## src/rtl/nibble_serial_adder_pkg.sv

```systemverilog
// Shared constants and types for the nibble-serial wide adder.
// Holds the nibble width, the FSM state encoding and the operand-width legality check.
package nibble_serial_adder_pkg;

  localparam int NIB_W = 4;

  typedef enum logic [1:0] {
    IDLE = 2'd0,
    RUN  = 2'd1,
    DONE = 2'd2
  } state_e;

  // Operands are consumed whole nibbles at a time, and a single nibble is not worth serialising.
  function automatic bit width_ok(input int w);
    return ((w % NIB_W) == 0) && (w >= 2 * NIB_W);
  endfunction

endpackage

```

## src/rtl/rippleca.sv

```systemverilog
// Existing 4-bit ripple-carry adder: purely combinational, carry ripples LSB to MSB.
module rippleca (
  input  logic [3:0] a,
  input  logic [3:0] b,
  input  logic       cin,
  output logic [3:0] sum,
  output logic       c4
);

  logic [4:0] c;

  // NOTE: blocking assignments in always_comb, with every output given a default first, so no latch is inferred.
  always_comb begin
    sum  = '0;
    c    = '0;
    c[0] = cin;
    for (int i = 0; i < 4; i++) begin
      sum[i]  = a[i] ^ b[i] ^ c[i];
      c[i+1]  = (a[i] & b[i]) | (c[i] & (a[i] ^ b[i]));
    end
    c4 = c[4];
  end

endmodule

```

## src/rtl/nibble_serial_adder.sv

```systemverilog
// Multi-cycle WIDTH-bit adder that pushes one nibble per cycle through rippleca,
// carrying between nibbles in a register, with valid/ready on both sides.
module nibble_serial_adder
  import nibble_serial_adder_pkg::*;
#(
  parameter int WIDTH = 16
) (
  input  logic             clk,
  input  logic             rst,
  input  logic             in_valid,
  output logic             in_ready,
  input  logic [WIDTH-1:0] a,
  input  logic [WIDTH-1:0] b,
  input  logic             cin,
  output logic             out_valid,
  input  logic             out_ready,
  output logic [WIDTH-1:0] sum,
  output logic             cout,
  output logic             busy
);

  localparam int NIB   = WIDTH / NIB_W;
  localparam int IDX_W = $clog2(NIB);
  localparam logic [IDX_W-1:0] LAST_IDX = IDX_W'(NIB - 1);

  if (!width_ok(WIDTH)) begin : g_bad_width
    $error("nibble_serial_adder: WIDTH must be a multiple of 4 and at least 8");
  end

  state_e                      state;
  logic [IDX_W-1:0]            idx;
  logic                        carry;
  logic [NIB-1:0][NIB_W-1:0]   a_q;
  logic [NIB-1:0][NIB_W-1:0]   b_q;
  logic [NIB-1:0][NIB_W-1:0]   sum_q;

  logic [NIB_W-1:0]            nib_sum;
  logic                        nib_c4;

  rippleca u_nibble (
    .a   (a_q[idx]),
    .b   (b_q[idx]),
    .cin (carry),
    .sum (nib_sum),
    .c4  (nib_c4)
  );

  assign in_ready = (state == IDLE) && !rst;
  assign sum      = sum_q;

  // NOTE: state is updated with non-blocking assignments so every register samples pre-edge values.
  always_ff @(posedge clk) begin
    // NOTE: the operand and sum registers are reset too, so an aborted operation leaves no stale nibbles or carry behind.
    if (rst) begin
      state     <= IDLE;
      idx       <= '0;
      carry     <= 1'b0;
      a_q       <= '0;
      b_q       <= '0;
      sum_q     <= '0;
      cout      <= 1'b0;
      out_valid <= 1'b0;
      busy      <= 1'b0;
    end else begin
      case (state)
        IDLE: begin
          if (in_valid) begin
            a_q   <= a;
            b_q   <= b;
            carry <= cin;
            idx   <= '0;
            sum_q <= '0;
            busy  <= 1'b1;
            state <= RUN;
          end
        end

        RUN: begin
          sum_q[idx] <= nib_sum;
          carry      <= nib_c4;
          if (idx == LAST_IDX) begin
            cout      <= nib_c4;
            out_valid <= 1'b1;
            state     <= DONE;
          end else begin
            idx <= idx + 1'b1;
          end
        end

        DONE: begin
          // Result stays on sum/cout after the handshake until the next capture.
          if (out_ready) begin
            out_valid <= 1'b0;
            busy      <= 1'b0;
            state     <= IDLE;
          end
        end

        default: begin
          out_valid <= 1'b0;
          busy      <= 1'b0;
          state     <= IDLE;
        end
      endcase
    end
  end

endmodule
```

## config.mk

```make
export PLATFORM = sky130hd
export DESIGN_NAME = nibble_serial_adder
export DESIGN_NICKNAME = d
export VERILOG_FILES = /design/src/rtl/nibble_serial_adder_pkg.sv /design/src/rtl/rippleca.sv /design/src/rtl/nibble_serial_adder.sv
export SDC_FILE = /design/constraint.sdc
export NUM_CORES = 1
export LEC_CHECK = 0
export CAP_MARGIN = 20
export CORE_MARGIN = 2
export CORE_UTILIZATION = 53
export DETAILED_ROUTE_END_ITERATION = 6
export GPL_TIMING_DRIVEN = 0
export PLACE_DENSITY = 0.94
export SKIP_CTS_REPAIR_TIMING = 1
export SKIP_LAST_GASP = 1
export SYNTH_ARGS = -nofsm -noshare
export SYNTH_HDL_FRONTEND = slang
export SYNTH_SLANG_ARGS = --single-unit
```

## constraint.sdc

```tcl
create_clock -name clk -period 7.8 [get_ports clk]
set_input_delay 1.56 -clock clk [delete_from_list [all_inputs] [get_ports clk]]
set_output_delay 1.56 -clock clk [all_outputs]
set_load 0.05 [all_outputs]
```

==> metrics.txt <==
wire length per cell=14.4 um; ys async rst share=0; number of synthesized flops with an enable pin=0; post-synth top area share=0.471; post-synthesis cell type count=27; post-synthesis compound-gate area fraction=0.152; Critical Path Slowest Stage Cell=clkdlybuf4s50_1; largest net degree at the start of global routing=16; CP startpoint kind=input port; DP Cell Count=368; root buf cell=clkbuf_8; DP HPWL=4040 um; Worst-path clk slew=0.09 ns; max_slew headroom=0.664; fraction of layout cells with a size suffix above 1=0.0864; CTS tree=built; global-route wire length before repair=between 9000 and 10000 um; Top FF cell, synth=dfxtp_1; # DRC=0; setup TNS=0 ns; Seq/Total Area, Yosys=0.471; post-route cell area=about 3100 um^2; largest family of logic cells by synthesized area=simple AND/OR/NAND/NOR gates; Die W=between 70 and 80 um; FMAX=222 MHz; vias in the first global route=2029; Max Cap Viol=0; Synth area leaders=dfxtp_1 47%, nand2_1 11%, a21oi_1 7.8%; Mapped Cells=261; final setup fails=0; IO buf count=55; Crit path required time=6.24 ns; syn nets=~310; Crit Path Category=input port to output port; initial antenna violation count=0; Int Pwr=approximately 420 uW; worst-margin pin slew=0.502 ns; GRT overflow=0; RSZ-0062 raised after global routing=no; filler instances=between 300 and 400; Max H-tree Level=2; Final min period=4.50 ns; Vias/cell=5.39; row count=24; post-synth top area cell=dfxtp_1; Synth Warn #=0; top post-synthesis cells by count=72 x nand2_1, 56 x dfxtp_1, 37 x a21oi_1, 20 x inv_1, 17 x o32ai_1; post-route insts no fill=376; CTS buffer count=5; Post-Synth XOR/XNOR Area=0; Switching Fraction=0.264; Pre-antenna DRT Iters=4; Synth Area in Adders=0.0547; status=complete, no violations; P&R area growth vs syn=29.6%; GPL Wtd Cong=0.787; IO Count=57; CP arrival=2.94 ns; final wirelength=5400 um; Peak VDD IR=0.112 mV; Hold Vio Cnt, Final=0; power density over the cells=about 180 nW/um^2; LEAKAGE=0.00113 uW; Syn Std Cell Area=2380 um^2; Sequential Power Share=0.542; Vert. Die Dim=71.0 um; gr usage total=0.233; Worst setup EP type=output port; count leader, synth=nand2_1; slowest stage delay, CP=0.83 ns; Clock Latency Late Sink=0.32 ns; routed vias=just over 2k; Comb pwr share=0.173; final slew viol count=0; post-synthesis mux area share=0.0799; clk buf depth=2; Core Util, Final=0.709; placed cell area=3000 um^2; Antenna Nets Post-Route=0; NumNets Final=368; initial drt markers=164; Simple-Gate Fraction of Synth Area=0.171; Antenna diodes=0; worst-path cell chain=buf_2, clkbuf_1, nor3_1, clkdlybuf4s50_1; synthesized flop and latch total=56; Min-Delay Path Class=register to register; peak fanout along the critical path=10; synthesized area per cell=9.12 um^2; Final Skew=0.00474 ns; clock group share of total power=0.285; CTS Sinks=56; Initial Utilization=0.547; die area=5040 um^2; Placeable Area=4350 um^2; Tcrit/Tclk final=0.577; Switch Pwr=150 uW
[through the flow]
stage | hold slack [ns] | setup WS [ns] | total power [uW]
floorplan | 0.433 | 3.30 | 373
detailed placement | 0.448 | 3.29 | 412
finish | 0.460 | 3.30 | 567
CTS | 0.461 | 3.29 | 568
global placement | 0.439 | 3.29 | 407
global route | 0.486 | 3.24 | 590
[power groups by stage]
| stage | logic [uW] | clock network [uW] | registers, uW |
|---|---|---|---|
| 3_5_place_dp | 97.9 | 0 | 314 |
| 2_1_floorplan | 54.4 | 0 | 318 |
| 5_1_grt | 107 | 173 | 309 |
| 6_report | 98.3 | 162 | 307 |
| 4_1_cts | 98.5 | 163 | 307 |
| 3_3_place_gp | 94.5 | 0 | 312 |
[logic make-up after synthesis]
logic type               after synthesis
AO/OA/AOI/OAI                         58
adder cells (fa/ha/maj)                8
buffers and inverters                 38
flip-flops                            56
multiplexers                           9
AND/OR/NAND/NOR                       92
[path summary, 6_finish.rpt]
kind	from	endpoint	slack, ns	cells past startpoint
worst max-delay path	rst	in_ready	3.30	4
worst min-delay path	b_q[7]	b_q[7]	0.46	2
worst max register to register	idx[0]	sum[3]	4.40	8
worst min register to register	b_q[7]	b_q[7]	0.46	2
[state kept, by name, summed over array words and instances (netlist names)]
name       cells
b_q           16
state          2
out_valid      1
sum           16
a_q           16
busy           1
idx            2
cout           1
carry          1
[cell type report]
type,count,area (um^2),share of cell area
repair buffers,55,551,0.178
flip-flops and latches,56,1120,0.363
well taps,52,65.1,0.0211
inverters,20,75.1,0.0243
plain buffers,18,95.1,0.0308
multi-input cells,167,1090,0.353
clock buffers,8,90.1,0.0292
[critical path, delay by kind of cell]
kind          cells  cell delay [ns]
buf+inv           3             1.21
simple gates      1             0.18
[layer usage]
layer  part of all wire  global-route usage  vias up
met5                  0                   0        -
met2               0.51               0.394       67
met4              0.024               0.109        0
met1               0.40               0.276      937
li1                   -                   -     1012
met3              0.059              0.0613       12
[layout by cell type, fill, tap and decap left out, types with 2 or more instances in the layout]
cell type | synthesis | final
nand2_1 | 72 | 72
dfxtp_1 | 56 | 56
clkdlybuf4s50_1 | 0 | 55
a21oi_1 | 37 | 37
inv_1 | 20 | 20
o32ai_1 | 17 | 17
buf_2 | 9 | 9
mux4_2 | 8 | 8
clkbuf_1 | 6 | 8
nand2b_1 | 6 | 6
clkbuf_8 | 0 | 6
fa_1 | 4 | 4
ha_1 | 4 | 4
nand3b_1 | 3 | 3
nor3_1 | 2 | 2
or3b_1 | 2 | 2
buf_6 | 2 | 2
nor2_1 | 2 | 2
Note: power is estimated with default switching activity, not from simulation.
